File: config.mk
export PLATFORM = sky130hd
export DESIGN_NAME = imm_extend_pipe
export DESIGN_NICKNAME = d
export VERILOG_FILES = /design/src/rtl/imm_extend_pipe.sv
export SDC_FILE = /design/constraint.sdc
export NUM_CORES = 1
export LEC_CHECK = 0
export CORE_UTILIZATION = 49
export CTS_BUF_LIST = sky130_fd_sc_hd__clkbuf_16
export DETAILED_ROUTE_END_ITERATION = 16
export GPL_TIMING_DRIVEN = 0
export MAX_ROUTING_LAYER = met4
export PLACE_DENSITY = 0.8
export SYNTH_ARGS = -nofsm -noshare
export SYNTH_HDL_FRONTEND = slang
export SYNTH_SLANG_ARGS = --single-unit
File: constraint.sdc
create_clock -name clk -period 3.45 [get_ports clk]
set_input_delay 0.8625 -clock clk [delete_from_list [all_inputs] [get_ports clk]]
set_output_delay 0.8625 -clock clk [all_outputs]
set_load 0.02 [all_outputs]
File: src/rtl/imm_extend_pipe.sv
// Two-stage valid/ready immediate generator for the RISC-V decode path.
// S1 holds the raw request; S2 holds the extended immediate and drives the outputs.
module imm_extend_pipe #(
  parameter int XLEN  = 32,
  parameter int TAG_W = 4,
  parameter int CNT_W = 16
) (
  input  logic             clk,
  input  logic             reset,
  input  logic             in_valid,
  output logic             in_ready,
  input  logic [31:0]      Instr,
  input  logic [2:0]       ImmSrc,
  input  logic [TAG_W-1:0] in_tag,
  output logic             out_valid,
  input  logic             out_ready,
  output logic [XLEN-1:0]  ImmExt,
  output logic [TAG_W-1:0] out_tag,
  output logic             out_err,
  output logic [CNT_W-1:0] err_count
);

  logic             s1Valid;
  logic [31:0]      s1Instr;
  logic [2:0]       s1ImmSrc;
  logic [TAG_W-1:0] s1Tag;
  logic             adv1;
  logic             adv2;
  logic             inAccept;
  logic [5:0]       shamt;
  logic [31:0]      imm32;
  logic             immErr;

  assign adv2     = !out_valid || out_ready;
  assign adv1     = !s1Valid || adv2;
  assign in_ready = adv1;
  assign inAccept = in_valid && adv1;

  // Shift-amount field width depends on XLEN (6 bits for RV64, 5 for RV32).
  always_comb begin
    shamt = 6'd0;
    if (XLEN == 64) begin
      shamt = s1Instr[25:20];
    end else begin
      shamt = {1'b0, s1Instr[24:20]};
    end
  end

  // Every format is built as a 32-bit value whose bit 31 is the correct
  // extension bit, so the final widening to XLEN is always a sign extension.
  always_comb begin
    imm32  = 32'd0;
    immErr = 1'b0;
    case (s1ImmSrc)
      3'b000: imm32 = {{20{s1Instr[31]}}, s1Instr[31:20]};
      3'b001: imm32 = {{20{s1Instr[31]}}, s1Instr[31:25], s1Instr[11:7]};
      3'b010: imm32 = {{19{s1Instr[31]}}, s1Instr[31], s1Instr[7],
                       s1Instr[30:25], s1Instr[11:8], 1'b0};
      3'b011: imm32 = {{11{s1Instr[31]}}, s1Instr[31], s1Instr[19:12],
                       s1Instr[20], s1Instr[30:21], 1'b0};
      3'b100: imm32 = {s1Instr[31:12], 12'd0};
      3'b101: imm32 = {27'd0, s1Instr[19:15]};
      3'b110: imm32 = {26'd0, shamt};
      3'b111: begin
        imm32  = 32'd0;
        immErr = 1'b1;
      end
      default: begin
        imm32  = 32'd0;
        immErr = 1'b1;
      end
    endcase
  end

  // Stage 1: capture the request whenever the stage is free or draining.
  always_ff @(posedge clk or posedge reset) begin
    if (reset) begin
      s1Valid  <= 1'b0;
      s1Instr  <= 32'd0;
      s1ImmSrc <= 3'd0;
      s1Tag    <= '0;
    end else if (adv1) begin
      s1Valid <= in_valid;
      if (in_valid) begin
        s1Instr  <= Instr;
        s1ImmSrc <= ImmSrc;
        s1Tag    <= in_tag;
      end
    end
  end

  // Stage 2: registered outputs, held while the consumer stalls.
  always_ff @(posedge clk or posedge reset) begin
    if (reset) begin
      out_valid <= 1'b0;
      ImmExt    <= '0;
      out_tag   <= '0;
      out_err   <= 1'b0;
    end else if (adv2) begin
      out_valid <= s1Valid;
      if (s1Valid) begin
        ImmExt  <= XLEN'($signed(imm32));
        out_tag <= s1Tag;
        out_err <= immErr;
      end
    end
  end

  // Illegal requests are counted at acceptance, saturating at all-ones.
  always_ff @(posedge clk or posedge reset) begin
    if (reset) begin
      err_count <= '0;
    end else if (inAccept && (ImmSrc == 3'b111) && (err_count != {CNT_W{1'b1}})) begin
      err_count <= err_count + CNT_W'(1);
    end
  end

endmodule

Yosys cells after proc, flatten, opt, wreduce, memory -nomap -nowiden

Index checks and enable logic that the tools add are counted.

Input bits: 43
Register bits: 94

Muxes and demuxes: 2
Add/subtract/negate cells: 1
Eq/ne operators: 9
Reductions and logical operators: 10

Operator list:

| kind                                                                   | number |
|---|---|
| 32-bit one-hot mux with 8 select lines                                 | 1 |
| 16-bit by 1-bit adder with 16-bit output (second input constant)       | 1 |
| 16-bit inequality test (second input constant)                         | 1 |
| 3-bit equality test (second input constant)                            | 5 |
| 3-bit by 2-bit equality test with 1-bit output (second input constant) | 2 |
| 2-bit AND reduction                                                    | 2 |
| 3-bit by 1-bit equality test with 1-bit output (second input constant) | 1 |
| 1-bit logical AND                                                      | 3 |
| 3-bit logical NOT                                                      | 1 |
| 1-bit logical NOT                                                      | 2 |
| 1-bit logical OR                                                       | 2 |
| 1-bit two-way mux                                                      | 1 |

Longest topological paths before layout

Gate-level depths: netlist (run 1).

Depth after elaboration: 6
Depth in mapped cells: 6
Depth with buffers taken out: 5

Worst setup path before layout (run 1)

OpenSTA, ideal clock, no wires.

Path kind: input to output
Start point: input out_ready
End point: output in_ready
Arrival: 1217 ps
Data required time: 2588 ps
Cell stages on the path: 2
Path slack: 1370 ps
Path buffers: 0
Cell sequence: and3b_4 > inv_2

Cells in the longest elaborated chain, start to end: 2

Ends and longest elaborated chain:

| what             | line | text |
|---|---|---|
| from (decl)      | 16   | `input logic out_ready,` |
| 1-bit logical OR | 34   | `assign adv2 = !out_valid \|\| out_ready;` |
| 1-bit logical OR | 35   | `assign adv1 = !s1Valid \|\| adv2;` |
| to (decl)        | 11   | `output logic in_ready,` |

Every way passes these cells.

Final worst setup path (run 1)

Same ends and word-level chain as after synthesis.

==> flow_summary_export.csv, run 1 <==
group,metric,value,unit
outcome,status,"complete, no violations",
logic_synthesis,synth_cell_types,44,
worst_setup_path,worstSetupEndpoint,"in_ready",
power_and_ir_drop,power.total,3.226,mW
clock_tree,clock_latency,330,ps
placement,dp_hpwl,6100,µm
logic_synthesis,synth-main-ff-cell,"dfrtp_1",
worst_hold_path,hold_path.class,"reg2reg",
logic_synthesis,syn_inst,337,
placement,io_buffer_count,90,
clock_tree,cts_resized,0,
detailed_routing,drt-vias-per-instance,5.387,
cells_and_area,final_common_cell,"clkdlybuf4s50_1",
worst_setup_path,cpMostUsedCell,"clkdlybuf4s50_1",
logic_synthesis,ys_warn_count,0,
cells_and_area,final_cell_mix,"90 x clkdlybuf4s50_1, 87 x dfrtp_1, 58 x nand2_1",
timing,min_period,3105,ps
worst_setup_path,crit_arrival,2240,ps
floorplanning,fp.dieH,90.21,µm
grt,grt_pass1_vias,2874,
cells_and_area,antenna_cells,0,
grt,grt_pass1_wl,14230,µm
worst_setup_path,ff2ff_setup_slack,1670,ps
worst_setup_path,r2r_start,"err_count[0]",
cells_and_area,nFillCells,542,
grt,grtUsageTotal,0.2291,
timing,finalHoldViolCount,0,
cells_and_area,drive_above_1_share,0.1464,
clock_tree,ctsHoldBuffers,0,
detailed_routing,firstDrtPassIters,4,
power_and_ir_drop,ir_drop,0.4884,mV
timing,fin_skew,4.928,ps
timing,finalSetupTns,0,ps
detailed_routing,antenna_left,0,
worst_setup_path,slowest_delay,620,ps
logic_synthesis,syn_avg_cell_area,11.31,µm²
placement,dp_cells,527,
floorplanning,rows,31,
floorplanning,die-area,8137,µm²
detailed_routing,wl_per_cell,15.71,µm
clock_tree,cts_tree,"built",
floorplanning,die_x,90.21,µm
timing,setup_viol,0,
logic_synthesis,syn_area,3812,µm²
worst_setup_path,worstSetupStartpointType,"input port",
timing,final_max_slew_viol_count,0,
worst_setup_path,reg2reg_depth,6,
grt,grt.overflow.total,0,
cells_and_area,fin_cells,543,
worst_setup_path,crit_type,"in2out",
clock_tree,cts_made_buffers,9,
placement,placed_area,4867,µm²
timing,slew_headroom,0.5377,
logic_synthesis,synth-edff-count,0,
timing,min_period_over_period,0.9000,
timing,clock.fmax,0.3221,GHz
flow_run,drv_cap,0,
power_and_ir_drop,p_leak,2.248,nW
timing,tightest_slew,693.4,ps
grt,antenna_found_initial,0,
placement,gp_congestion,0.8467,
cells_and_area,area_growth,36.07,%
clock_tree,cts.clk_slew.worst_paths,60,ps
detailed_routing,vias,2925,
clock_tree,post_cts_buffers,0,
grt,grt_max_degree,56,
worst_setup_path,cpMaxStageDelayCell,"clkdlybuf4s50_1",
floorplanning,num_io_pins,98,
worst_setup_path,worstPathRequired,2590,ps
logic_synthesis,ys_ff_latch,87,
clock_tree,cts_sinks,87,
timing,grt_setup_unrepaired,"false",
worst_setup_path,crit_start,"out_ready",
logic_synthesis,syn_nets,381,
floorplanning,start_util,0.5173,
cells_and_area,final_area,5187,µm²
floorplanning,core_area,7370,µm²
clock_tree,cts_buffer_depth,2,
detailed_routing,routed_wl,8528,µm
clock_tree,htree_num_levels,3,
detailed_routing,drt_iter0_drc,157,
cells_and_area,postLayoutCoreUtil,0.7039,
worst_setup_path,crit_path_cell_trace,"clkdlybuf4s50_1 -> and3b_4 -> inv_2 -> clkdlybuf4s50_1",
power_and_ir_drop,pwr_density_cell,621.9,nW/µm²
worst_setup_path,cp_max_fo,4,
detailed_routing,drc,0,
logic_synthesis,ys_seq_area_frac,0.5711,
logic_synthesis,async_reset_ff_frac,1.000,
clock_tree,cts_root_buffer,"clkbuf_16",
worst_setup_path,worstSetupEndpointType,"output pin",
worst_setup_path,worstReg2RegEnd,"err_count[6]",
cells_and_area,fin_nets,483,
[sequential cells by signal (all words and copies together) (netlist names)]
register	flops
s1ImmSrc	3
s1Tag	4
out_tag	4
ImmExt	32
err_count	16
s1Valid	1
out_err	1
out_valid	1
s1Instr	25
[worst min path at each step]
stage | startpoint | endpoint | slack [ps] | cells past startpoint
after global placement | s1Tag[0] | out_tag[0] | 440 | 2
after floorplan | s1Tag[0] | out_tag[0] | 430 | 2
after detailed placement | ImmExt[5] | ImmExt[5] | 450 | 2
after global routing | ImmExt[9] | ImmExt[9] | 490 | 2
final | ImmExt[5] | ImmExt[5] | 460 | 2
after CTS | ImmExt[5] | ImmExt[5] | 470 | 2
[Yosys cell counts, types with 5 or more instances]
| master | instances | share of area |
|---|---|---|
| a21oi_1 | 21 | 0.028 |
| buf_2 | 8 | 0.011 |
| clkbuf_1 | 7 | 0.0069 |
| dfrtp_1 | 87 | 0.57 |
| mux2_1 | 11 | 0.032 |
| mux2_2 | 26 | 0.077 |
| mux2i_1 | 6 | 0.016 |
| nand2_1 | 58 | 0.057 |
| nand3_1 | 10 | 0.013 |
| nand3b_1 | 6 | 0.012 |
| nand4_1 | 5 | 0.0082 |
| nor2_1 | 22 | 0.022 |
| nor3_1 | 5 | 0.0066 |
| xor2_1 | 11 | 0.025 |
[cell type report]
cell class / count / area [µm²] / share of cell area
inverters: 3 / 13.76 / 0.002653
well taps: 99 / 123.9 / 0.02388
multi-input cells: 231 / 1546 / 0.2981
clock inverters: 7 / 95.09 / 0.01833
flip-flops and latches: 87 / 2177 / 0.4197
plain buffers: 16 / 77.57 / 0.01495
clock buffers: 9 / 225.2 / 0.04342
repair buffers: 91 / 928.4 / 0.1790
[stage by stage]
| stage | setup WS, ps | hold slack [ps] |
|---|---|---|
| after floorplan | 337.3 | 434.8 |
| after global placement | -892.3 | 444.7 |
| after detailed placement | 337.4 | 454.8 |
| after CTS | 331.8 | 469.3 |
| after global routing | 300.0 | 491.5 |
| final | 345.1 | 463.4 |
[worst max-delay path: cells and delay by family]
family | cells | cell delay (ps)
buffers and inverters | 3 | 1160
and+or+nand+nor | 1 | 210
[kinds of logic after synthesis]
group | after synthesis | synth area share
adders and majority gates | 1 | 0.003281
buffers and inverters | 19 | 0.02330
muxes | 43 | 0.1250
DFF | 87 | 0.5711
and+or+nand+nor | 135 | 0.1864
xor gates and xnor gates | 16 | 0.03873
AOI/OAI and AO/OA | 36 | 0.05218
[report_power, final]
part / internal (mW) / leakage (nW) / switching [mW]
clock network: 0.636 / 0.156 / 0.394
logic: 0.420 / 1.03 / 0.428
registers: 1.20 / 1.06 / 0.144
[per-layer routing]
metal | share of wire | global-route usage
met2 | 0.47 | 0.3473
met3 | 0.059 | 0.04399
met1 | 0.47 | 0.3119
met4 | 0.0075 | 0.07661
met5 | 0 | -
Note: power is estimated with default switching activity, not from simulation.
==> inputs of run 2 (changes only) <==
==> constraint.sdc (replaced) <==
create_clock -name clk -period 3.45 [get_ports clk]
set_input_delay 0.69 -clock clk [delete_from_list [all_inputs] [get_ports clk]]
set_output_delay 0.69 -clock clk [all_outputs]
set_load 0.02 [all_outputs]
==> results of run 2 <==
Same layout as run 1 (identical final DEF). Status: complete, no violations.
Among the figures that moved: setup slack after placement 337.4 ps -> 682.4 ps; setup slack after layout 345.1 ps -> 690.1 ps
